<file path="src/rtl/vcache_dma_arbiter_if.sv">
// Bundles the cache-side and memory-side DMA signals of vcache_dma_arbiter.
// Modport master: the arbiter's view. Modport slave: the view of the
// vcaches and memory around it.
//   dma_pkt_*    : per-cache request packets {write_not_read, addr}
//   dma_wdata_*  : per-cache write beats
//   dma_rdata_*  : fill beats (data broadcast, valid one-hot)
//   mem_*        : single memory-side DMA channel
//   stat_*       : per-cache grant / wait counters
interface vcache_dma_arbiter_if #(
  parameter int unsigned num_cache_p  = 4,
  parameter int unsigned addr_width_p = 32,
  parameter int unsigned data_width_p = 32
) ();
  localparam int unsigned pkt_w = addr_width_p + 1;

  logic [num_cache_p*pkt_w-1:0]        dma_pkt_i;
  logic [num_cache_p-1:0]              dma_pkt_v_i;
  logic [num_cache_p-1:0]              dma_pkt_yumi_o;
  logic [num_cache_p*data_width_p-1:0] dma_wdata_i;
  logic [num_cache_p-1:0]              dma_wdata_v_i;
  logic [num_cache_p-1:0]              dma_wdata_yumi_o;
  logic [data_width_p-1:0]             dma_rdata_o;
  logic [num_cache_p-1:0]              dma_rdata_v_o;
  logic [num_cache_p-1:0]              dma_rdata_ready_i;
  logic [pkt_w-1:0]                    mem_pkt_o;
  logic                                mem_pkt_v_o;
  logic                                mem_pkt_yumi_i;
  logic [data_width_p-1:0]             mem_wdata_o;
  logic                                mem_wdata_v_o;
  logic                                mem_wdata_yumi_i;
  logic [data_width_p-1:0]             mem_rdata_i;
  logic                                mem_rdata_v_i;
  logic                                mem_rdata_ready_o;
  logic [num_cache_p*32-1:0]           stat_grant_o;
  logic [num_cache_p*32-1:0]           stat_wait_o;

  modport master (
    input  dma_pkt_i, dma_pkt_v_i, dma_wdata_i, dma_wdata_v_i, dma_rdata_ready_i,
           mem_pkt_yumi_i, mem_wdata_yumi_i, mem_rdata_i, mem_rdata_v_i,
    output dma_pkt_yumi_o, dma_wdata_yumi_o, dma_rdata_o, dma_rdata_v_o,
           mem_pkt_o, mem_pkt_v_o, mem_wdata_o, mem_wdata_v_o, mem_rdata_ready_o,
           stat_grant_o, stat_wait_o
  );

  modport slave (
    output dma_pkt_i, dma_pkt_v_i, dma_wdata_i, dma_wdata_v_i, dma_rdata_ready_i,
           mem_pkt_yumi_i, mem_wdata_yumi_i, mem_rdata_i, mem_rdata_v_i,
    input  dma_pkt_yumi_o, dma_wdata_yumi_o, dma_rdata_o, dma_rdata_v_o,
           mem_pkt_o, mem_pkt_v_o, mem_wdata_o, mem_wdata_v_o, mem_rdata_ready_o,
           stat_grant_o, stat_wait_o
  );
endinterface

</file>
<file path="src/rtl/vcache_dma_arbiter.sv">
// Shares one memory DMA channel among num_cache_p vcaches.
// Request packets are arbitrated round-robin. A write locks the channel to its
// owner for block_size_in_words_p data beats. Read fills are steered back to
// the requester through an in-order ID FIFO.
// Ports: clk_i, reset_n_i (async, active low), bus (vcache_dma_arbiter_if.master).
// Optional: define VCACHE_DMA_ARB_STATS_EN to build the per-cache grant/wait
// counters; otherwise the stat outputs are tied to 0.
module vcache_dma_arbiter #(
  parameter int unsigned num_cache_p           = 4,
  parameter int unsigned addr_width_p          = 32,
  parameter int unsigned data_width_p          = 32,
  parameter int unsigned block_size_in_words_p = 8,
  parameter int unsigned rd_fifo_els_p         = 4
) (
  input  logic               clk_i,
  input  logic               reset_n_i,
  vcache_dma_arbiter_if.master bus
);
  localparam int unsigned pkt_w = addr_width_p + 1;
  localparam int unsigned id_w  = (num_cache_p > 1) ? $clog2(num_cache_p) : 1;
  localparam int unsigned cnt_w = (block_size_in_words_p > 1) ? $clog2(block_size_in_words_p) : 1;
  localparam int unsigned ptr_w = (rd_fifo_els_p > 1) ? $clog2(rd_fifo_els_p) : 1;
  localparam int unsigned occ_w = $clog2(rd_fifo_els_p + 1);

  typedef enum logic {ST_IDLE, ST_WDATA} state_e;

  state_e            state_q, state_d;
  logic [id_w-1:0]   rr_q, rr_d;
  logic [id_w-1:0]   owner_q, owner_d;
  logic [id_w-1:0]   grant_q, grant_d;
  logic              offered_q, offered_d;
  logic [cnt_w-1:0]  wcnt_q, wcnt_d;
  logic [cnt_w-1:0]  rcnt_q, rcnt_d;
  logic [id_w-1:0]   fifo_mem_q [rd_fifo_els_p];
  logic [id_w-1:0]   fifo_mem_d [rd_fifo_els_p];
  logic [ptr_w-1:0]  wptr_q, wptr_d, rptr_q, rptr_d;
  logic [occ_w-1:0]  occ_q, occ_d;

  logic                   fifo_full_c, fifo_empty_c;
  logic [id_w-1:0]        head_id_c;
  logic [num_cache_p-1:0] elig_c;
  logic                   any_elig_c;
  logic [id_w-1:0]        grant_arb_c, grant_c;
  logic                   pkt_v_c, pkt_xfer_c;
  logic [pkt_w-1:0]       gpkt_c;
  logic                   wdata_v_c, wxfer_c;
  logic                   rready_c, rxfer_c;
  logic [num_cache_p-1:0] pkt_yumi_c, wdata_yumi_c, rdata_v_c;

  assign fifo_full_c  = (occ_q == occ_w'(rd_fifo_els_p));
  assign fifo_empty_c = (occ_q == '0);
  assign head_id_c    = fifo_mem_q[rptr_q];

  // Reads are held back while the ID FIFO cannot take another entry.
  always_comb begin
    elig_c = '0;
    for (int unsigned i = 0; i < num_cache_p; i++) begin
      elig_c[i] = bus.dma_pkt_v_i[i] & (bus.dma_pkt_i[i*pkt_w + addr_width_p] | ~fifo_full_c);
    end
  end

  // First eligible cache scanning upward from rr_q+1, wrapping.
  always_comb begin
    grant_arb_c = '0;
    any_elig_c  = 1'b0;
    for (int unsigned i = 0; i < num_cache_p; i++) begin
      if (!any_elig_c && elig_c[(32'(rr_q) + i + 32'd1) % num_cache_p]) begin
        any_elig_c  = 1'b1;
        grant_arb_c = id_w'((32'(rr_q) + i + 32'd1) % num_cache_p);
      end
    end
  end

  // Once a packet is offered the grant is frozen until memory takes it.
  assign grant_c    = offered_q ? grant_q : grant_arb_c;
  assign pkt_v_c    = reset_n_i & (state_q == ST_IDLE) & (offered_q | any_elig_c);
  assign pkt_xfer_c = pkt_v_c & bus.mem_pkt_yumi_i;
  assign gpkt_c     = bus.dma_pkt_i[32'(grant_c)*pkt_w +: pkt_w];

  assign wdata_v_c  = reset_n_i & (state_q == ST_WDATA) & bus.dma_wdata_v_i[owner_q];
  assign wxfer_c    = wdata_v_c & bus.mem_wdata_yumi_i;

  assign rready_c   = reset_n_i & ~fifo_empty_c & bus.dma_rdata_ready_i[head_id_c];
  assign rxfer_c    = rready_c & bus.mem_rdata_v_i;

  // One-hot steering of handshakes toward the granted/owning/head cache.
  always_comb begin
    pkt_yumi_c   = '0;
    wdata_yumi_c = '0;
    rdata_v_c    = '0;
    pkt_yumi_c[grant_c]     = pkt_xfer_c;
    wdata_yumi_c[owner_q]   = wxfer_c;
    rdata_v_c[head_id_c]    = reset_n_i & ~fifo_empty_c & bus.mem_rdata_v_i;
  end

  assign bus.dma_pkt_yumi_o    = pkt_yumi_c;
  assign bus.dma_wdata_yumi_o  = wdata_yumi_c;
  assign bus.dma_rdata_o       = bus.mem_rdata_i;
  assign bus.dma_rdata_v_o     = rdata_v_c;
  assign bus.mem_pkt_o         = gpkt_c;
  assign bus.mem_pkt_v_o       = pkt_v_c;
  assign bus.mem_wdata_o       = bus.dma_wdata_i[32'(owner_q)*data_width_p +: data_width_p];
  assign bus.mem_wdata_v_o     = wdata_v_c;
  assign bus.mem_rdata_ready_o = rready_c;

  // Next-state: packet/write FSM, fill counter and ID FIFO.
  always_comb begin
    state_d    = state_q;
    rr_d       = rr_q;
    owner_d    = owner_q;
    grant_d    = grant_c;
    offered_d  = pkt_v_c & ~bus.mem_pkt_yumi_i;
    wcnt_d     = wcnt_q;
    rcnt_d     = rcnt_q;
    fifo_mem_d = fifo_mem_q;
    wptr_d     = wptr_q;
    rptr_d     = rptr_q;
    occ_d      = occ_q;

    if (pkt_xfer_c) begin
      rr_d = grant_c;
      if (gpkt_c[addr_width_p]) begin
        owner_d = grant_c;
        wcnt_d  = '0;
        state_d = ST_WDATA;
      end else begin
        fifo_mem_d[wptr_q] = grant_c;
        wptr_d = (wptr_q == ptr_w'(rd_fifo_els_p - 1)) ? '0 : wptr_q + ptr_w'(1);
      end
    end

    if (wxfer_c) begin
      if (wcnt_q == cnt_w'(block_size_in_words_p - 1)) begin
        wcnt_d  = '0;
        state_d = ST_IDLE;
      end else begin
        wcnt_d = wcnt_q + cnt_w'(1);
      end
    end

    if (rxfer_c) begin
      if (rcnt_q == cnt_w'(block_size_in_words_p - 1)) begin
        rcnt_d = '0;
        rptr_d = (rptr_q == ptr_w'(rd_fifo_els_p - 1)) ? '0 : rptr_q + ptr_w'(1);
      end else begin
        rcnt_d = rcnt_q + cnt_w'(1);
      end
    end

    // Push and pop together leave occupancy unchanged.
    case ({pkt_xfer_c & ~gpkt_c[addr_width_p], rxfer_c && (rcnt_q == cnt_w'(block_size_in_words_p - 1))})
      2'b10:   occ_d = occ_q + occ_w'(1);
      2'b01:   occ_d = occ_q - occ_w'(1);
      default: occ_d = occ_q;
    endcase
  end

  always_ff @(posedge clk_i or negedge reset_n_i) begin
    if (!reset_n_i) begin
      state_q   <= ST_IDLE;
      rr_q      <= id_w'(num_cache_p - 1);
      owner_q   <= '0;
      grant_q   <= '0;
      offered_q <= 1'b0;
      wcnt_q    <= '0;
      rcnt_q    <= '0;
      wptr_q    <= '0;
      rptr_q    <= '0;
      occ_q     <= '0;
      for (int unsigned i = 0; i < rd_fifo_els_p; i++) fifo_mem_q[i] <= '0;
    end else begin
      state_q    <= state_d;
      rr_q       <= rr_d;
      owner_q    <= owner_d;
      grant_q    <= grant_d;
      offered_q  <= offered_d;
      wcnt_q     <= wcnt_d;
      rcnt_q     <= rcnt_d;
      wptr_q     <= wptr_d;
      rptr_q     <= rptr_d;
      occ_q      <= occ_d;
      fifo_mem_q <= fifo_mem_d;
    end
  end

`ifdef VCACHE_DMA_ARB_STATS_EN
  logic [31:0]               stat_grant_q [num_cache_p];
  logic [31:0]               stat_grant_d [num_cache_p];
  logic [31:0]               stat_wait_q  [num_cache_p];
  logic [31:0]               stat_wait_d  [num_cache_p];
  logic [num_cache_p*32-1:0] stat_grant_flat_c, stat_wait_flat_c;

  // Free-running per-cache grant and wait counters, wrapping at 2^32.
  always_comb begin
    stat_grant_flat_c = '0;
    stat_wait_flat_c  = '0;
    for (int unsigned i = 0; i < num_cache_p; i++) begin
      stat_grant_d[i] = stat_grant_q[i] + 32'(pkt_yumi_c[i]);
      stat_wait_d[i]  = stat_wait_q[i] + 32'(bus.dma_pkt_v_i[i] & ~pkt_yumi_c[i]);
      stat_grant_flat_c[i*32 +: 32] = stat_grant_q[i];
      stat_wait_flat_c[i*32 +: 32]  = stat_wait_q[i];
    end
  end

  always_ff @(posedge clk_i or negedge reset_n_i) begin
    if (!reset_n_i) begin
      for (int unsigned i = 0; i < num_cache_p; i++) begin
        stat_grant_q[i] <= '0;
        stat_wait_q[i]  <= '0;
      end
    end else begin
      stat_grant_q <= stat_grant_d;
      stat_wait_q  <= stat_wait_d;
    end
  end

  assign bus.stat_grant_o = stat_grant_flat_c;
  assign bus.stat_wait_o  = stat_wait_flat_c;
`else
  assign bus.stat_grant_o = '0;
  assign bus.stat_wait_o  = '0;
`endif

  // A fill beat arriving with no outstanding read ID is a protocol error.
  a_fill_has_id: assert property (@(posedge clk_i) disable iff (!reset_n_i)
    bus.mem_rdata_v_i |-> !fifo_empty_c);

endmodule
</file>
<file path="src/flat_wrapper.sv">
// flat-port wrapper written by rule: the top's interface ports become plain ports
module vcache_dma_arbiter_flat 
#(
  parameter int unsigned num_cache_p           = 4,
  parameter int unsigned addr_width_p          = 32,
  parameter int unsigned data_width_p          = 32,
  parameter int unsigned block_size_in_words_p = 8,
  parameter int unsigned rd_fifo_els_p         = 4
)
  (clk_i, reset_n_i, bus_dma_pkt_i, bus_dma_pkt_v_i, bus_dma_wdata_i, bus_dma_wdata_v_i, bus_dma_rdata_ready_i, bus_mem_pkt_yumi_i, bus_mem_wdata_yumi_i, bus_mem_rdata_i, bus_mem_rdata_v_i, bus_dma_pkt_yumi_o, bus_dma_wdata_yumi_o, bus_dma_rdata_o, bus_dma_rdata_v_o, bus_mem_pkt_o, bus_mem_pkt_v_o, bus_mem_wdata_o, bus_mem_wdata_v_o, bus_mem_rdata_ready_o, bus_stat_grant_o, bus_stat_wait_o);
  vcache_dma_arbiter_if #(.num_cache_p(num_cache_p), .addr_width_p(addr_width_p), .data_width_p(data_width_p)) bus_i ();
  input  logic clk_i;
  input  logic reset_n_i;
  input wire logic [$bits(bus_i.dma_pkt_i)-1:0] bus_dma_pkt_i;
  input wire logic [$bits(bus_i.dma_pkt_v_i)-1:0] bus_dma_pkt_v_i;
  input wire logic [$bits(bus_i.dma_wdata_i)-1:0] bus_dma_wdata_i;
  input wire logic [$bits(bus_i.dma_wdata_v_i)-1:0] bus_dma_wdata_v_i;
  input wire logic [$bits(bus_i.dma_rdata_ready_i)-1:0] bus_dma_rdata_ready_i;
  input wire logic [$bits(bus_i.mem_pkt_yumi_i)-1:0] bus_mem_pkt_yumi_i;
  input wire logic [$bits(bus_i.mem_wdata_yumi_i)-1:0] bus_mem_wdata_yumi_i;
  input wire logic [$bits(bus_i.mem_rdata_i)-1:0] bus_mem_rdata_i;
  input wire logic [$bits(bus_i.mem_rdata_v_i)-1:0] bus_mem_rdata_v_i;
  output wire logic [$bits(bus_i.dma_pkt_yumi_o)-1:0] bus_dma_pkt_yumi_o;
  output wire logic [$bits(bus_i.dma_wdata_yumi_o)-1:0] bus_dma_wdata_yumi_o;
  output wire logic [$bits(bus_i.dma_rdata_o)-1:0] bus_dma_rdata_o;
  output wire logic [$bits(bus_i.dma_rdata_v_o)-1:0] bus_dma_rdata_v_o;
  output wire logic [$bits(bus_i.mem_pkt_o)-1:0] bus_mem_pkt_o;
  output wire logic [$bits(bus_i.mem_pkt_v_o)-1:0] bus_mem_pkt_v_o;
  output wire logic [$bits(bus_i.mem_wdata_o)-1:0] bus_mem_wdata_o;
  output wire logic [$bits(bus_i.mem_wdata_v_o)-1:0] bus_mem_wdata_v_o;
  output wire logic [$bits(bus_i.mem_rdata_ready_o)-1:0] bus_mem_rdata_ready_o;
  output wire logic [$bits(bus_i.stat_grant_o)-1:0] bus_stat_grant_o;
  output wire logic [$bits(bus_i.stat_wait_o)-1:0] bus_stat_wait_o;
  assign bus_i.dma_pkt_i = bus_dma_pkt_i;
  assign bus_i.dma_pkt_v_i = bus_dma_pkt_v_i;
  assign bus_i.dma_wdata_i = bus_dma_wdata_i;
  assign bus_i.dma_wdata_v_i = bus_dma_wdata_v_i;
  assign bus_i.dma_rdata_ready_i = bus_dma_rdata_ready_i;
  assign bus_i.mem_pkt_yumi_i = bus_mem_pkt_yumi_i;
  assign bus_i.mem_wdata_yumi_i = bus_mem_wdata_yumi_i;
  assign bus_i.mem_rdata_i = bus_mem_rdata_i;
  assign bus_i.mem_rdata_v_i = bus_mem_rdata_v_i;
  assign bus_dma_pkt_yumi_o = bus_i.dma_pkt_yumi_o;
  assign bus_dma_wdata_yumi_o = bus_i.dma_wdata_yumi_o;
  assign bus_dma_rdata_o = bus_i.dma_rdata_o;
  assign bus_dma_rdata_v_o = bus_i.dma_rdata_v_o;
  assign bus_mem_pkt_o = bus_i.mem_pkt_o;
  assign bus_mem_pkt_v_o = bus_i.mem_pkt_v_o;
  assign bus_mem_wdata_o = bus_i.mem_wdata_o;
  assign bus_mem_wdata_v_o = bus_i.mem_wdata_v_o;
  assign bus_mem_rdata_ready_o = bus_i.mem_rdata_ready_o;
  assign bus_stat_grant_o = bus_i.stat_grant_o;
  assign bus_stat_wait_o = bus_i.stat_wait_o;
  vcache_dma_arbiter #(.num_cache_p(num_cache_p), .addr_width_p(addr_width_p), .data_width_p(data_width_p), .block_size_in_words_p(block_size_in_words_p), .rd_fifo_els_p(rd_fifo_els_p)) u_core (.clk_i(clk_i), .reset_n_i(reset_n_i), .bus(bus_i));
endmodule
</file>
<file path="config.mk">
export PLATFORM = sky130hd
export DESIGN_NAME = vcache_dma_arbiter_flat
export DESIGN_NICKNAME = d
export VERILOG_FILES = /design/src/rtl/vcache_dma_arbiter_if.sv /design/src/rtl/vcache_dma_arbiter.sv /design/src/flat_wrapper.sv
export SDC_FILE = /design/constraint.sdc
export NUM_CORES = 1
export LEC_CHECK = 0
export ABC_AREA = 1
export BUFFER_PORTS_ARGS = -buffer_cell sky130_fd_sc_hd__buf_2
export CORE_AREA = 2 2 265 267
export DETAILED_ROUTE_END_ITERATION = 8
export DIE_AREA = 0 0 267 269
export GPL_TIMING_DRIVEN = 0
export PLACE_DENSITY = 0.3
export SYNTH_ARGS = -nofsm -noshare
export SYNTH_HDL_FRONTEND = slang
export SYNTH_SLANG_ARGS = --single-unit
</file>
<file path="constraint.sdc">
create_clock -name clk_i -period 4.6 [get_ports clk_i]
set_input_delay 0.46 -clock clk_i [delete_from_list [all_inputs] [get_ports clk_i]]
set_output_delay 0.46 -clock clk_i [all_outputs]
set_load 0.005 [all_outputs]
</file>
======== Word-level counts from Yosys, hierarchy flattened ========
Cells that the tools add are included.
operators by class
  $add $sub $neg .......................... 12
  $mul .................................... 1
  $lt $le $gt $ge ......................... 13
  equality and inequality tests ........... 7
  shift-type cells ........................ 2
  mux-type cells .......................... 45
  bitwise operators ....................... 31
  reduce and logical (&&, ||, !) cells .... 19
operators with widths
  cell                 count
  $shiftx 132x9->33    1
  $shiftx 128x8->32    1
  $lt 2x3->1 const B   7
  $mux 2               10
  $mux 1               17
  $and 1x1->1          16
  $mux 3               5
  $add 2x1->2 const B  6
  $and 4x4->4          3
  $bmux 1 s2           6
  $add 3x1->3 const B  3
  $eq 3x3->1 const B   3
  $bwmux 8             1
  $logic_and 1x1->1    8
  $mul 2x6->8 const B  1
  $reduce_and 2->1     4
  $demux 1 s2          3
  $eq 2x2->1 const B   3
  $ge 2x1->1 const B   3
  $ge 3x3->1 const B   2
  $not 2->3            2
  $pmux 3 s2           1
  $reduce_bool 2->1    3
  $not 1->1            5
  9 further kinds      16
storage, ports and cells
  bits in registers ....................... 29

======== Longest topological paths before layout ========
  depth after elaboration ................. 23
  gate-level depth with buffers ........... 24
  depth with buffers taken out ............ 23

======== Least setup slack after synthesis ========
OpenSTA, ideal clock, no wires.
  path type ............................... reg2reg
  start point ............................. register u_core.rr_q[0]
  end point ............................... register u_core.occ_q[2]
  library setup time ...................... 131 ps
  data arrival time ....................... 2863 ps
  data required time ...................... 4469 ps
  slack ................................... 1606 ps
  stages on the path, launching flop included .. 22
  path buffers ............................ 2
  period minus slack after synthesis ...... 2994 ps
  cells stage by stage .................... dfstp_2 > buf_6 > xnor2_2 > inv_2 > o21ai_2 > nand3_2 > nor2_1 > nor2_2 > nand2_4 > nand2_1 > nand2_1 > nand2_2 > nand2_4 > nor2_4 > buf_6 > inv_1 > ha_1 > inv_1 > fa_1 > a21oi_1 > o21ai_0 > xor2_1
on the way
  longest elaborated chain between the ends .. 20
ends and longest elaborated chain
  what                                                    RTL line                   source
  start, declared                                         vcache_dma_arbiter.sv:28   logic [id_w-1:0] rr_q, rr_d;
  start signal, assigned                                  vcache_dma_arbiter.sv:161  rr_q <= id_w'(num_cache_p - 1);
  start signal, assigned                                  vcache_dma_arbiter.sv:173  rr_q <= rr_d;
  branches (longest 12 deep; another with $add 2x1->2)    n/a
  $mux 2 *                                                vcache_dma_arbiter.sv:67   if (!any_elig_c && elig_c[(32'(rr_q) + i + 32'd1) % num_cache_p]) begin
  $mux 2 *                                                vcache_dma_arbiter.sv:75   assign grant_c = offered_q ? grant_q : grant_arb_c;
  $mul 2x6->8 *                                           vcache_dma_arbiter.sv:78   assign gpkt_c = bus.dma_pkt_i[32'(grant_c)*pkt_w +: pkt_w];
  $shiftx 132x9->33 *                                     vcache_dma_arbiter.sv:78
  via bus_mem_pkt_o[32]                                   flat_wrapper.sv:27         output wire logic [$bits(bus_i.mem_pkt_o)-1:0] bus_mem_pkt_o;
  $not 1->1 (no line) *                                   n/a
  $and 1x1->1 *                                           vcache_dma_arbiter.sv:151  case ({pkt_xfer_c & ~gpkt_c[addr_width_p], rxfer_c && (rcnt_q == cnt_w'(block_size_in_words_p - 1))})
  $eq 2x1->1 / $eq 2x2->1 (equally long branches)         vcache_dma_arbiter.sv:151
  $pmux 3 s2 / $reduce_bool 2->1 (equally long branches)  n/a
  end signal, assigned                                    vcache_dma_arbiter.sv:169  occ_q <= '0;
  end signal, assigned                                    vcache_dma_arbiter.sv:181  occ_q <= occ_d;
  end, declared                                           vcache_dma_arbiter.sv:37   logic [occ_w-1:0] occ_q, occ_d;
Mark *: on every way through the listed nets, which the timed path passes. The select of a mux whose other input is x is not followed.
A chain may end at the register's enable or synchronous reset.

======== Worst setup path in the final report ========
  start point ............................. register u_core.occ_q[1]
  end point ............................... output bus_mem_pkt_o[27]
on the way
  longest elaborated chain between the ends .. 19
ends and longest elaborated chain
  what                          RTL line                  source
  $eq 3x3->1 *                  vcache_dma_arbiter.sv:50  assign fifo_full_c = (occ_q == occ_w'(rd_fifo_els_p));
  $not 1->1 *                   vcache_dma_arbiter.sv:58  elig_c[i] = bus.dma_pkt_v_i[i] & (bus.dma_pkt_i[i*pkt_w + addr_width_p] | ~fifo_full_c);
  $or 1x1->1                    vcache_dma_arbiter.sv:58
  $and 1x1->1                   vcache_dma_arbiter.sv:58
  $bmux 1 s2                    vcache_dma_arbiter.sv:67
  $mux 1 (implied by the code)  vcache_dma_arbiter.sv:67
  $mux 1                        vcache_dma_arbiter.sv:67
  $logic_not 1->1               vcache_dma_arbiter.sv:67
  (+4 left out)                 n/a
  $mux 1                        vcache_dma_arbiter.sv:67
  $logic_not 1->1               vcache_dma_arbiter.sv:67
  $logic_and 1x1->1             vcache_dma_arbiter.sv:67
  $mux 2 *                      vcache_dma_arbiter.sv:67
  $mux 2 *                      vcache_dma_arbiter.sv:75
  via u_core.grant_c[1]         vcache_dma_arbiter.sv:43  logic [id_w-1:0] grant_arb_c, grant_c;
  $mul 2x6->8 *                 vcache_dma_arbiter.sv:78
  $shiftx 132x9->33 *           vcache_dma_arbiter.sv:78
  end, declared                 flat_wrapper.sv:27
Mark *: on every way through the listed nets, which the timed path passes. The rest lies on a longest branch. The select of a mux whose other input is x is not followed.

==> results.tsv <==
metric	value	unit
RD Place Congestion	0.8192	
residual DRC count	0	
worst vdd ir	0.4705	mV
first-pass GRT wire length	40720	um
sequential power share	0.080	
clk buf depth	2	
fillers	8139	
share of layout cells above drive strength 1	0.4800	
Fin Clk Skew	0.003875	ns
Synth Register Bits	29	
growth of design area from synthesis to finish	74.78	%
Post-DRT Antenna Nets	0	
Initial Util	0.08146	
post-synth top area cell	buf_4	
worst r2r src	u_core.occ_q[1]	
CP peak stage delay	0.42	ns
Worst R2R End	u_core.occ_q[2]	
ranking of synthesized cells by area	buf_4, nand3_1, dfrtp_1, nand2_1, a22oi_1	
launching element type of the critical path	flip-flop	
CTS Sinks	29	
Std-Cell Core Area	69300	um2
CP Max Fanout	10	
full die area	71820	um2
DRT Pass-1 Iters	4	
Netlist cell types	36	
number of CTS-inserted buffers	5	
synthesized cell area	5645	um2
Leakage	5.612	nW
Worst setup EP type	output pin	
post-synthesis sequential area ratio	0.1290	
Final Cycle Share	0.7880	
clock tree from TritonCTS	done	
Port-buffer cells	388	
most common cell after layout, fill and taps aside	buf_2	
Inserted Diodes	0	
Post-DP HPWL	27570	um
flop-to-flop setup slack	1.19	ns
Clock transition at path regs	0.05	ns
total power	4.912	mW
Hold Path Class	primary input to async pin	
chip height	269	um
Mapped Cells	849	
clock network power share	0.067	
MaxCap Viol Count	0	
slew margin rel.	0.4883	
via count	7043	
vias in the first global route	6268	
DR iter-0 viols	317	
CP Class	flip-flop to output pin	
reg2reg path depth	22	
Worst-Margin Slew	0.7675	ns
Worst-Skew Late Latency	0.27	ns
EDFF count, synth	0	
RSZ-0062 raised after global routing	no	
Setup violations, final	0	
chain of cells forming the critical path	nor2_4 -> nand3_1 -> nand3_1 -> nand2_1 -> o21ai_2 -> nand3_2 -> nor2_1 -> nor2_1 -> nand2_1 -> nand2_1 -> buf_6 -> nor2_2 -> buf_2 -> nand2_1 -> nand4_1 -> buf_2	
Yosys top cell area share	0.3843	
final core utilization	0.1424	
Sw Ratio	0.5696	
switching power	2.798	mW
post-synthesis area per instance	6.649	um2
Total GRT Usage	0.07465	
pin count of the biggest net entering global routing	31	
Req. time, crit path	4.14	ns
Placement Cell Area	9721	um2
WL/cell	12.51	um
Synth warnings	0	
Crit-path slowest cell	dfrtp_1	
Achievable Freq	275.9	MHz
IO Pins	677	
final setup TNS	0	ns
global route overflow	0	
most frequent cells in the layout	buf_2, buf_4, conb_1	
routed vias/inst	2.886	
Gate power share	0.853	
Root Driver	clkbuf_16	
post-layout min period	3.625	ns
H-tree Lvls	2	
initial antenna violation count	5	
Setup Fix Bufs, Post-CTS	0	
Design Area, Final	9867	um2
asr flop ratio synth	1.000	
Final Slew Violations	0	
row cnt	97	
setup ws final	0.9753	ns
hold-fix buffers at CTS	0	
Top FF cell, synth	dfrtp_1	
CP arrival	3.16	ns
total internal power	2.114	mW
PD cells	497.8	nW/um2
nets	1819	
pre-CTS worst setup slack	0.9234	ns
final wirelength	30530	um
Chip Width	267	um
post-CTS sizing	0	
Final Hold Viols	0	
status	complete, no violations	
Crit path top cell by count	nand2_1	
power groups by stage:
stage / Clock, mW / Combinational (mW) / Sequential [mW]
3_3_place_gp: 0 / 4.24 / 0.398
4_1_cts: 0.343 / 4.23 / 0.396
6_report: 0.328 / 4.19 / 0.395
3_5_place_dp: 0 / 4.22 / 0.399
5_1_grt: 0.352 / 4.69 / 0.407
2_1_floorplan: 0 / 2.35 / 0.385
flip-flops by register name, indices dropped and copies added (netlist names):
name,cells
u_core.fifo_mem_q,8
u_core.owner_q,2
u_core.occ_q,3
u_core.state_q,1
u_core.rr_q,2
u_core.rcnt_q,3
u_core.wptr_q,2
u_core.wcnt_q,3
u_core.rptr_q,2
u_core.offered_q,1
u_core.grant_q,2
area by class of cell:
type	count	area, um2	area share
buffer	324	2350	0.2381
clock buffer	8	146.4	0.01484
inverter	34	127.6	0.01293
multi-input combinational	717	3397	0.3443
sequential	29	728.2	0.07380
tap	940	1176	0.1192
timing repair buffer	388	1942	0.1968
synthesized netlist by cell type, types with 6 or more instances:
master    instances
buf_2             9
nand2_1         164
nand4_1          23
ha_1             10
inv_2             6
dfrtp_1          27
nor3_1            6
a22oi_1          61
buf_4           289
clkbuf_1         18
o21ai_0           9
nor2_1           19
nand3_1         139
inv_1            27
cell families after synthesis:
logic type               count (synthesis)  synth area share
XOR/XNOR                                 3          0.005985
AO/OA/AOI/OAI                           82            0.1035
adder cells (fa/ha/maj)                 11           0.02571
AND/OR/NAND/NOR                        365            0.2963
flip-flops                              29            0.1290
buffers and inverters                  358            0.4388
other                                    1         0.0006643
worst max-delay path, delay by kind of cell (launching register included):
kind	cells	cell delay, ns
buf+inv	3	0.70
simple gates	12	1.54
flops	1	0.42
compound gates	1	0.20
through the flow:
| step | hold WS, ns | instances |
|---|---|---|
| 3_5_place_dp | 0.4682 | 2432 |
| 2_1_floorplan | 0.1644 | 1104 |
| 3_3_place_gp | 0.4750 | 2432 |
| 6_report | 0.2566 | 2440 |
| 5_1_grt | 0.3207 | 2440 |
| 4_1_cts | 0.2885 | 2440 |
worst max path at each step:
stage                                from                end  slack, ns  depth (start not counted)
after floorplan            u_core.rr_q[0]    u_core.occ_q[2]       1.61                         21
after global placement          reset_n_i    u_core.occ_q[2]       0.93                         13
after detailed placement        reset_n_i    u_core.occ_q[2]       0.92                         13
after CTS                 u_core.occ_q[1]  bus_mem_pkt_o[15]       0.91                         16
after global routing      u_core.occ_q[1]  bus_mem_pkt_o[15]       0.66                         16
final                     u_core.occ_q[1]  bus_mem_pkt_o[27]       0.98                         16
metal layers:
| layer | wire, um | share of wire | track usage | vias to the layer above |
|---|---|---|---|---|
| met1 | 13310 | 0.44 | 0.1024 | 3149 |
| met5 | 23 | 0.00075 | 0 | - |
| met3 | 1896 | 0.062 | 0.01160 | 17 |
| li1 | - | - | - | 3594 |
| met2 | 15090 | 0.49 | 0.1257 | 279 |
| met4 | 208 | 0.0068 | 0.009869 | 4 |
No activity file was read; power rests on OpenSTA's default activity.
